File: src/rtl/run_seq_pkg.sv
// Shared types and program table for the run sequencer.
// Combinational definitions only; no latency, no flow control.
// PROG_BASE holds the PC load address for each program index.
package run_seq_pkg;

    localparam int PC_W = 12;

    typedef enum logic [2:0] {
        ST_IDLE,
        ST_LAUNCH,
        ST_RUN,
        ST_FINISH,
        ST_ERR
    } state_t;

    localparam logic [PC_W-1:0] PROG_BASE [3] = '{12'd0, 12'd256, 12'd512};

endpackage

File: src/rtl/sat_counter.sv
// Unsigned up-counter that sticks at all-ones instead of wrapping.
// Count updates one cycle after en; clear takes priority over enable.
// No backpressure: counts whenever enabled.
module sat_counter #(
    parameter int W = 16
) (
    input  logic         clk,
    input  logic         reset,
    input  logic         clr,
    input  logic         en,
    output logic [W-1:0] count
);

    always_ff @(posedge clk or negedge reset) begin
        if (!reset) begin
            count <= '0;
        end else if (clr) begin
            count <= '0;
        end else if (en && (count != '1)) begin
            count <= count + 1'b1;
        end
    end

endmodule

File: src/rtl/run_sequencer.sv
// Launches each stored program on the core in turn, times each run and flags hangs.
// All outputs registered; one cycle from go/core_done/abort to the output response.
// No backpressure: go is ignored while busy, abort overrides every other event.
module run_sequencer
    import run_seq_pkg::*;
#(
    parameter int NUM_PROGS    = 3,
    parameter int PC_W         = run_seq_pkg::PC_W,
    parameter int CYC_W        = 16,
    parameter int START_CYCLES = 2,
    parameter int TIMEOUT_CYC  = 16'hFFF0,
    localparam int IDX_W       = (NUM_PROGS > 1) ? $clog2(NUM_PROGS) : 1
) (
    input  logic             clk,
    input  logic             reset,
    input  logic             go,
    input  logic             abort,
    input  logic             core_done,
    output logic             core_start,
    output logic [PC_W-1:0]  prog_base,
    output logic [IDX_W-1:0] prog_idx,
    output logic             busy,
    output logic             prog_done,
    output logic             all_done,
    output logic             error,
    output logic [CYC_W-1:0] last_cycles,
    output logic [CYC_W-1:0] total_cycles
);

    localparam int LW = $clog2(START_CYCLES) + 1;

    state_t           state;
    state_t           state_nxt;
    logic [IDX_W-1:0] idx_nxt;
    logic [LW-1:0]    launch_cnt;
    logic [CYC_W-1:0] run_cnt;
    logic [CYC_W-1:0] run_inc;
    logic             start_seq;
    logic             done_evt;
    logic             last_prog;
    logic             timeout_hit;
    logic             enter_launch;
    logic             cnt_en;

    assign last_prog    = (prog_idx == IDX_W'(NUM_PROGS - 1));
    assign timeout_hit  = (run_cnt == CYC_W'(TIMEOUT_CYC - 1));
    // Count including the current RUN cycle, as reported on completion.
    assign run_inc      = (&run_cnt) ? run_cnt : run_cnt + 1'b1;
    assign start_seq    = !abort && go &&
                          (state == ST_IDLE || state == ST_FINISH || state == ST_ERR);
    assign done_evt     = !abort && (state == ST_RUN) && core_done;
    assign enter_launch = (state_nxt == ST_LAUNCH) && (state != ST_LAUNCH);
    assign cnt_en       = !abort && (state == ST_RUN);

    always_comb begin
        state_nxt = state;
        if (abort) begin
            state_nxt = ST_IDLE;
        end else begin
            unique case (state)
                ST_IDLE, ST_FINISH, ST_ERR: if (go) state_nxt = ST_LAUNCH;
                ST_LAUNCH: if (launch_cnt == LW'(START_CYCLES - 1)) state_nxt = ST_RUN;
                ST_RUN: begin
                    // Completion beats the timeout when both land together.
                    if (core_done)        state_nxt = last_prog ? ST_FINISH : ST_LAUNCH;
                    else if (timeout_hit) state_nxt = ST_ERR;
                end
                default: state_nxt = ST_IDLE;
            endcase
        end
    end

    always_comb begin
        idx_nxt = prog_idx;
        if (abort || start_seq)          idx_nxt = '0;
        else if (done_evt && !last_prog) idx_nxt = prog_idx + 1'b1;
    end

    always_ff @(posedge clk or negedge reset) begin
        if (!reset) begin
            state       <= ST_IDLE;
            prog_idx    <= '0;
            prog_base   <= PROG_BASE[0];
            core_start  <= 1'b0;
            busy        <= 1'b0;
            prog_done   <= 1'b0;
            all_done    <= 1'b0;
            error       <= 1'b0;
            last_cycles <= '0;
            launch_cnt  <= '0;
        end else begin
            state      <= state_nxt;
            prog_idx   <= idx_nxt;
            prog_base  <= PROG_BASE[idx_nxt];
            core_start <= (state_nxt == ST_LAUNCH);
            busy       <= (state_nxt == ST_LAUNCH) || (state_nxt == ST_RUN);
            prog_done  <= done_evt;
            all_done   <= (state_nxt == ST_FINISH);
            error      <= (state_nxt == ST_ERR);
            if (done_evt) last_cycles <= run_inc;
            if (enter_launch)           launch_cnt <= '0;
            else if (state == ST_LAUNCH) launch_cnt <= launch_cnt + 1'b1;
        end
    end

    sat_counter #(.W(CYC_W)) u_run_cnt (
        .clk   (clk),
        .reset (reset),
        .clr   (enter_launch),
        .en    (cnt_en),
        .count (run_cnt)
    );

    sat_counter #(.W(CYC_W)) u_total_cnt (
        .clk   (clk),
        .reset (reset),
        .clr   (start_seq),
        .en    (cnt_en),
        .count (total_cycles)
    );

endmodule

File: config.mk
export PLATFORM = sky130hd
export DESIGN_NAME = run_sequencer
export DESIGN_NICKNAME = d
export VERILOG_FILES = /design/src/rtl/run_seq_pkg.sv /design/src/rtl/sat_counter.sv /design/src/rtl/run_sequencer.sv
export SDC_FILE = /design/constraint.sdc
export NUM_CORES = 1
export LEC_CHECK = 0
export ABC_CLOCK_PERIOD_IN_PS = 4900
export BUFFER_PORTS_ARGS = -buffer_cell sky130_fd_sc_hd__buf_2
export CAP_MARGIN = 10
export CORE_ASPECT_RATIO = 0.75
export CORE_MARGIN = 5
export CORE_UTILIZATION = 40
export CTS_BUF_LIST = sky130_fd_sc_hd__clkbuf_16
export DETAILED_ROUTE_END_ITERATION = 16
export HOLD_SLACK_MARGIN = 0.12
export SLEW_MARGIN = 25
export SYNTH_ARGS = -nofsm -noshare
export SYNTH_HDL_FRONTEND = slang
export SYNTH_SLANG_ARGS = --single-unit
export TNS_END_PERCENT = 5
File: constraint.sdc
create_clock -name clk -period 4.9 [get_ports clk]
set_clock_uncertainty 0.05 [all_clocks]
set_input_delay 0.735 -clock clk [delete_from_list [all_inputs] [get_ports clk]]
set_output_delay 0.735 -clock clk [all_outputs]
set_load 0.005 [all_outputs]
== Word-level counts from Yosys, hierarchy flattened ==
Cells that the tools add are included.
Cells by class
  add/subtract/negate cells: 4
  bitwise gates (word level): 1
  eq/ne operators: 14
  mux-type cells: 19
  reduce and logical (&&, ||, !) cells: 20
  $lt $le $gt $ge: 1
Operators by type and width (count)
  16-bit 2-to-1 mux: 5
  16-bit by 1-bit adder with 16-bit output, second input constant: 2
  16-bit inequality test, second input constant: 2
  12-bit binary-select mux with 2-bit select: 1
  12-bit 2-to-1 mux: 2
  16-bit == test, second input constant: 1
  16-bit AND reduction: 1
  3-bit 2-to-1 mux: 5
  3-bit by 2-bit == test with 1-bit output, second input constant: 4
  2-bit 2-to-1 mux: 5
  3-bit case mux with 3 select lines: 1
  1-bit logical AND: 8
  3-bit by 1-bit == test with 1-bit output, second input constant: 2
  3-bit == test, second input constant: 2
  2-bit nonzero test: 3
  2-bit by 1-bit adder with 2-bit output, second input constant: 2
  1-bit logical OR: 4
  3-bit >= comparator, second input constant: 1
  3-bit zero test: 1
  3-bit by 1-bit inequality test with 1-bit output, second input constant: 1
  2-bit NOT with 3-bit output: 1
  3-bit OR reduction: 1
  2-bit by 1-bit == test with 1-bit output, second input constant: 1
  2-bit == test, second input constant: 1
  1-bit zero test: 2
Word-level totals
  logic and storage cells: 71
  bits in registers: 72

== Longest topological paths before layout ==
Gate-level depths: netlist of the first run.
  word-level depth: 10
  gate-level depth with buffers: 9
  gate-level depth less buffers: 7

== Modules after synthesis ==
From an unflattened synthesis of the first run, not the netlist that was laid out.
Second synthesis, totals
  cells, all modules: 375
  area total of the unflattened synthesis: 3598.5 µm²
Modules (own cells, without submodules)
  sat_counter: cells each 98, area an instance 942.2 µm², times used 2, seq. area each 400.4 µm²
  run_sequencer: cells each 179, area an instance 1714.1 µm², times used 1, seq. area each 750.7 µm²

== Worst setup path after synthesis of the first run ==
No wires, ideal clock.
  kind: register to register
  start: reg u_run_cnt.count[0]
  end: reg u_run_cnt.count[7]
  cell stages (with the launch flop): 10
  data arrival time: 2136 ps
  buffers on the path: 3
  data required time: 4731 ps
  path slack: 2595 ps
  cell sequence: dfrtp_1 ha_1 and3_1 clkbuf_1 nand4_1 a222oi_1 and4bb_1 buf_6 buf_12 nor2_1
Between the ends
  word-level cells in the longest chain between the ends: 8
Ends and longest elaborated chain
  start, declared: RTL line sat_counter.sv:11  | output logic [W-1:0] count
  start signal, assigned: RTL line sat_counter.sv:20  | count <= count + 1'b1;
  16-bit == test: RTL line run_sequencer.sv:46  | assign timeout_hit = (run_cnt == CYC_W'(TIMEOUT_CYC - 1));
  3-bit 2-to-1 mux: RTL line run_sequencer.sv:66  | else if (timeout_hit) state_nxt = ST_ERR;
  3-bit 2-to-1 mux: RTL line run_sequencer.sv:65  | if (core_done) state_nxt = last_prog ? ST_FINISH : ST_LAUNCH;
  3-bit case mux with 3 select lines: RTL line run_sequencer.sv:60  | unique case (state)
  3-bit 2-to-1 mux: RTL line run_sequencer.sv:57  | if (abort) begin
  3-bit by 1-bit == test with 1-bit output: RTL line run_sequencer.sv:52  | assign enter_launch = (state_nxt == ST_LAUNCH) && (state != ST_LAUNCH);
  1-bit logical AND: RTL line run_sequencer.sv:52
  16-bit 2-to-1 mux / 2-bit nonzero test (equally long branches)
Parallel ways exist; a longest one is shown, timed or not. The select of a mux whose other input is x is not followed.
A chain may end at the register's enable or synchronous reset.

== Worst setup path in the final report of the first run ==
  start: reg u_run_cnt.count[0]
  end: reg u_run_cnt.count[5]
The elaborated chain is that of the path after synthesis.

==> results of run 1 <==
[stage by stage]
stage                     utilization, %  hold slack, ns  cells
after floorplan                        -          0.3894    359
after global placement             44.37          0.4080    484
after detailed placement           44.37          0.4152    484
after CTS                          48.34          0.4367    500
after global routing               48.37          0.4514    500
final                              48.37          0.4280    500
[worst max path at each step]
stage                                   startpoint                                end
floorplan           u_run_cnt.count[0]$_DFFE_PN0P_     u_run_cnt.count[7]$_DFFE_PN0P_
global placement                             abort  u_total_cnt.count[15]$_DFFE_PN0P_
detailed placement  u_run_cnt.count[0]$_DFFE_PN0P_     u_run_cnt.count[5]$_DFFE_PN0P_
CTS                 u_run_cnt.count[0]$_DFFE_PN0P_     u_run_cnt.count[5]$_DFFE_PN0P_
global route        u_run_cnt.count[0]$_DFFE_PN0P_     u_run_cnt.count[0]$_DFFE_PN0P_
finish              u_run_cnt.count[0]$_DFFE_PN0P_     u_run_cnt.count[5]$_DFFE_PN0P_
[sequential cells by signal (all words and copies together), names as in the netlist]
register,count
all_done,1
busy,1
core_start,1
error,1
last_cycles,16
launch_cnt,2
prog_base,2
prog_done,1
prog_idx,2
state,3
u_run_cnt.count,16
u_total_cnt.count,16
[layout by cell type, fill, tap and decap left out, types with 6 or more instances in the layout]
master     instances
nand2_1           18
nand3_1           18
o21ai_0           13
clkbuf_16          9
buf_2             45
nor3_1            17
nor2b_1            6
and3_1             8
nor2_1            47
mux2i_1            6
inv_1              9
nor4_1             6
nand4_1           11
dfrtp_1           62
conb_1            10
xnor2_1           26
xor2_1             7
a21oi_1           24
[kinds of logic after synthesis]
group,share of synthesized area (%)
xor gates and xnor gates,8.840
adders and majority gates,1.531
other,0.1147
DFF,47.46
AOI/OAI and AO/OA,8.764
and+or+nand+nor,24.57
buffers and inverters,6.544
muxes,2.181
[final cells by class]
type | count | area, sq um | area share [%]
Clock buffer | 9 | 225.2 | 5.880
Clock inverter | 7 | 88.84 | 2.320
Inverter | 10 | 37.54 | 0.9801
Multi-Input combinational cell | 258 | 1540 | 40.22
Sequential cell | 62 | 1551 | 40.51
Tap cell | 105 | 131.4 | 3.430
Timing Repair Buffer | 49 | 255.2 | 6.664
[routing by layer]
metal / track usage (%) / vias to the layer above
li1: - / 1278
met1: 22.81 / 1241
met2: 23.03 / 73
met3: 4.033 / 9
met4: 6.472 / 0
met5: 0 / -
[power groups by stage]
stage	Sequential (W)	Combinational (W)	Clock, W
detailed placement	0.000645	0.000255	0
CTS	0.000637	0.000256	0.000677
floorplan	0.000642	0.000164	0
global route	0.000649	0.000292	0.000702
finish	0.000636	0.000250	0.000662
global placement	0.000641	0.000252	0
[worst max-delay path: cells and delay by family (launching register included)]
kind	cells	cell delay, ns
AO/OA/AOI/OAI	1	0.64
adder cells (fa/ha/maj)	1	0.31
flip-flops	1	0.43
AND/OR/NAND/NOR	4	1.27
==> flow_summary.toml, run 1 <==
[status]
outcome = "finished, final reports clean"

[synth]
ys_seq_elements = 62
synth_area_leaders = "dfrtp_1, xnor2_1, nor2_1, a21oi_1, nand3_1"
synth_cells = 350
synth.most_common_cell = "dfrtp_1"
synth_edf_count = 0
yosysTopAreaCellShare_pct = 47.46
yosys.area.top_type = "dfrtp_1"
synth-seq-area-share_pct = 47.46
syn-cell-area_sq_mm = 0.003269
syn_area_per_cell_sq_um = 9.341
ys_types = 48
yosysWarnings = 0
synth-async-reset-ratio_pct = 100.0
synth_common_cells = "dfrtp_1, nor2_1, xnor2_1, a21oi_1"
ys.flop_type = "dfrtp_1"

[min_path]
hold_path_depth = 2
hold_class = "reg2reg"
min_to = "last_cycles[15]$_DFFE_PN0P_"
hold_start = "last_cycles[15]$_DFFE_PN0P_"

[die]
ios = 56
core_sq_mm = 0.007918
fp.dieArea_sq_mm = 0.01010
start_util_pct = 41.29
die_x_um = 114.4
fp-row-count = 28
die_h_um = 88.30

[placement]
io_buffers = 45
pre_cts_slack_ns = 2.064
place_congestion = 0.8143
postPlaceCellArea_sq_mm = 0.003513
dp.final_hpwl_um = 5144

[timing]
tightest_slew_ns = 0.9228
fin_tns_setup_ns = 0
relSlewSlack_pct = 37.92
fin_ws_ns = 2.039
hold_viol_final = 0
max_freq_mhz = 349.6
slew_violations = 0
finalCriticalPeriod_ns = 2.861
fin_crit_sh_pct = 58.38
setup_viol = 0
rsz0062_at_grt = "false"

[grt]
grt_pass1_vias = 2500
grt_max_degree = 63
grt_pass1_wl_um = 12560
gr-usage-all-layers_pct = 15.91
overflow = 0
antenna_found_initial = 0

[power_and_ir_drop]
sw_frac_of_total_pct = 26.39
leakage_nw = 1.757
p_seq_share_pct = 41.1
peakVddDrop_mv = 0.1649
p_int_w = 0.001139
power.share.clock_pct = 42.8
combPwrFrac_pct = 16.2
p_total_w = 0.001548
power_density_mw_per_mm2 = 404.1
p_switching_w = 0.0004085

[worst_setup_path]
critPathMaxStageDelay_ns = 0.71
r2r_setup_slack_ns = 2.04
slowest_stage = "and4bb_1"
start_kind = "flop"
crit_path_max_fanout = 16
r2r_start = "u_run_cnt.count[0]$_DFFE_PN0P_"
crit_arrival_ns = 2.99
critPathKind = "reg2reg"
r2r_end = "u_run_cnt.count[5]$_DFFE_PN0P_"
worstPathRequired_ns = 5.03
ff2ff_path_depth = 6
crit_path_cell_trace = "ha_1 -> and3_1 -> nand4_1 -> a222oi_1 -> and4bb_1 -> nor2_1"
crit_path_end_kind = "flop"

[clock_tree]
cts.sinks = 62
post-cts-setup-buffers = 0
ctsLongestPathBuffers = 2
ctsHoldBuffers = 0
h-tree-depth = 3
root_buffer = "clkbuf_16"
cts_tree = "built"
clk_pin_slew_ns = 0.05
cts_resized = 0
cts_buffers = 9
insertion_delay_ns = 0.33

[final_layout]
diodes = 0
final_layout_size_suffix_gt1_share_pct = 18.73
area_growth_pct = 17.14
finalInstanceArea_sq_mm = 0.003830
final_nets = 399
fillerInstances = 768

[detailed_routing]
wire_per_inst_um = 14.77
dr_wl_met3_um = 468
wl_um = 7385
drt-initial-drc-count = 241
postRouteAntennaNets = 0
vias_per_cell = 5.202
num_vias = 2601
met1Wirelength_um = 3653
drc = 0
top_layer_used = "met4"
wl_met2_um = 3135
dr.pass1.iters = 4

[job]
drv_cap = 0
Power figures use the tool's default switching activity.
==> run 2: changes to the inputs <==
Settings changed: ABC_AREA set to 1, ABC_CLOCK_PERIOD_IN_PS 4900 to 2390.
Clock period 4.9 ns to 2.39 ns, I/O delays scaled along.
==> flow_summary.toml, run 2 <==
[status]
outcome = "finished, final reports clean"

[synth]
yosysWarnings = 0
synth-seq-area-share_pct = 43.06
syn-cell-area_sq_mm = 0.003603
synth.most_common_cell = "nand2_1"
synth_cells = 451
synth_common_cells = "nand2_1, dfrtp_1, inv_1, nand3_1, nor2_1"
synth_area_leaders = "dfrtp_1, nand2_1, nand3_1, inv_1, xor2_1"
yosysTopAreaCellShare_pct = 43.06
syn_area_per_cell_sq_um = 7.990
ys.flop_type = "dfrtp_1"
yosys.area.top_type = "dfrtp_1"
ys_types = 37
ys_seq_elements = 62
synth_edf_count = 0
synth-async-reset-ratio_pct = 100.0

[die]
die_h_um = 92.20
fp.dieArea_sq_mm = 0.01103
start_util_pct = 40.34
fp-row-count = 30
die_x_um = 119.6
ios = 56
core_sq_mm = 0.008934

[final_layout]
top_regs = "last_cycles: 16 flops, u_run_cnt.count: 16 flops, u_total_cnt.count: 16 flops"
diodes = 0
final_nets = 511
final_common_cell = "nand2_1"
layout_common_cells = "nand2_1, dfrtp_1, inv_1"
final_layout_size_suffix_gt1_share_pct = 21.50
area_growth_pct = 17.43
finalInstanceArea_sq_mm = 0.004232
stdcell_count = 619
fillerInstances = 867

[placement]
place_congestion = 0.8784
dp.cells = 602
dp.final_hpwl_um = 5935
io_buffers = 45
postPlaceCellArea_sq_mm = 0.003882

[timing]
rsz0062_at_grt = "false"
relSlewSlack_pct = 59.38
fin_tns_setup_ns = 0
fin_crit_sh_pct = 84.88
finalCriticalPeriod_ns = 2.029
tightest_slew_ns = 0.6047
slew_violations = 0
setup_viol = 0
max_freq_mhz = 493.0
hold_viol_final = 0

[detailed_routing]
wl_um = 8133
vias_per_cell = 4.788
dr.pass1.iters = 4
num_vias = 2964
postRouteAntennaNets = 0
wire_per_inst_um = 13.14
drt-initial-drc-count = 153
drc = 0

[grt]
use_met2_pct = 21.24
antenna_found_initial = 0
met3_usage_pct = 6.042
grt_max_degree = 25
grt_pass1_wl_um = 13650
overflow = 0
globalRoute.busiestLayer = "met1"
grtUsageMet1_pct = 22.89
gr-usage-all-layers_pct = 15.79
grt_pass1_vias = 2717

[worst_setup_path]
worstPathRequired_ns = 2.55
start_kind = "flop"
critPathKind = "reg2reg"
crit_path_end_kind = "flop"
crit_path_max_fanout = 19
crit_arrival_ns = 2.19
ff2ff_path_depth = 8

[power_and_ir_drop]
sw_frac_of_total_pct = 29.23
peakVddDrop_mv = 0.5049
power.share.clock_pct = 40.5
power_density_mw_per_mm2 = 865.4
p_switching_w = 0.001070
p_int_w = 0.002592
combPwrFrac_pct = 21.3
leakage_nw = 2.342
p_seq_share_pct = 38.2

[clock_tree]
cts_tree = "built"
ctsLongestPathBuffers = 2
insertion_delay_ns = 0.34
cts.sinks = 62
root_buffer = "clkbuf_16"
cts_buffers = 9
cts_resized = 0
clk_pin_slew_ns = 0.05
h-tree-depth = 3

[min_path]
hold_path_depth = 2
hold_class = "in2reg"

[job]
drv_cap = 0
[run 2: worst paths after layout]
check                                           start                               to  slack [ns]
setup / recovery                   state[2]$_DFF_PN0_      last_cycles[11]$_DFFE_PN0P_        0.36
hold / removal                                  abort               state[2]$_DFF_PN0_        0.25
setup reg to reg                   state[2]$_DFF_PN0_      last_cycles[11]$_DFFE_PN0P_        0.36
hold reg to reg            last_cycles[8]$_DFFE_PN0P_       last_cycles[8]$_DFFE_PN0P_        0.42
max in group asynchronous                       reset               state[2]$_DFF_PN0_        1.09
min in group asynchronous                       reset  u_run_cnt.count[14]$_DFFE_PN0P_        0.48
[run 2: final cells by class]
class	instances	area, sq um	share of cell area, %
multi-input combinational	320	1703	40.24
sequential	62	1551	36.66
tap	112	140.1	3.312
timing repair buffer	51	272.8	6.446
clock inverter	7	113.9	2.691
inverter	58	225.2	5.322
clock buffer	9	225.2	5.322
[run 2: what timing repair did]
item | CTS | global route
hold buffers | 1 | 0
endpoints found under the hold margin | 22 | 0
buffers inserted | 0 | 0
[run 2: cell families after synthesis]
kind of cell,Yosys count,synth area share (%)
simple gates,241,32.12
buf+inv,78,10.62
flops,62,43.06
compound gates,43,7.361
xor+xnor,22,5.347
fa+ha+maj,4,1.389
other cells,1,0.1041
[run 2: power by group through the flow]
stage | Combinational, W | Sequential, W | Clock, W
final | 0.000778 | 0.00140 | 0.00148
after global placement | 0.000768 | 0.00141 | 0
after detailed placement | 0.000789 | 0.00141 | 0
after floorplan | 0.000495 | 0.00142 | 0
after global routing | 0.000894 | 0.00144 | 0.00157
after CTS | 0.000794 | 0.00140 | 0.00153
[run 2: stage by stage]
stage	util (%)	hold WS [ns]	total power, W	worst slack (ns)
2_1_floorplan	-	0.01291	0.001913	0.7261
3_3_place_gp	43.46	0.3211	0.002183	0.4729
3_5_place_dp	43.46	0.3290	0.002204	0.3951
4_1_cts	47.37	0.2309	0.003726	0.3885
5_1_grt	47.37	0.2557	0.003905	0.1704
6_report	47.37	0.2517	0.003662	0.3614
[run 2: critical path, stage by stage (launching register included)]
cell	delay, ns
dfrtp_1	0.40
inv_2	0.09
nand3_2	0.11
nor2_4	0.19
nand2_2	0.25
inv_1	0.42
nand2_1	0.14
inv_1	0.17
a2bb2oi_1	0.08
[run 2: metal layers]
layer | share of wire [%] | up-vias
met5 | 0 | -
met4 | 1.4 | 0
met3 | 7.2 | 12
met2 | 41 | 75
met1 | 51 | 1360
li1 | - | 1517
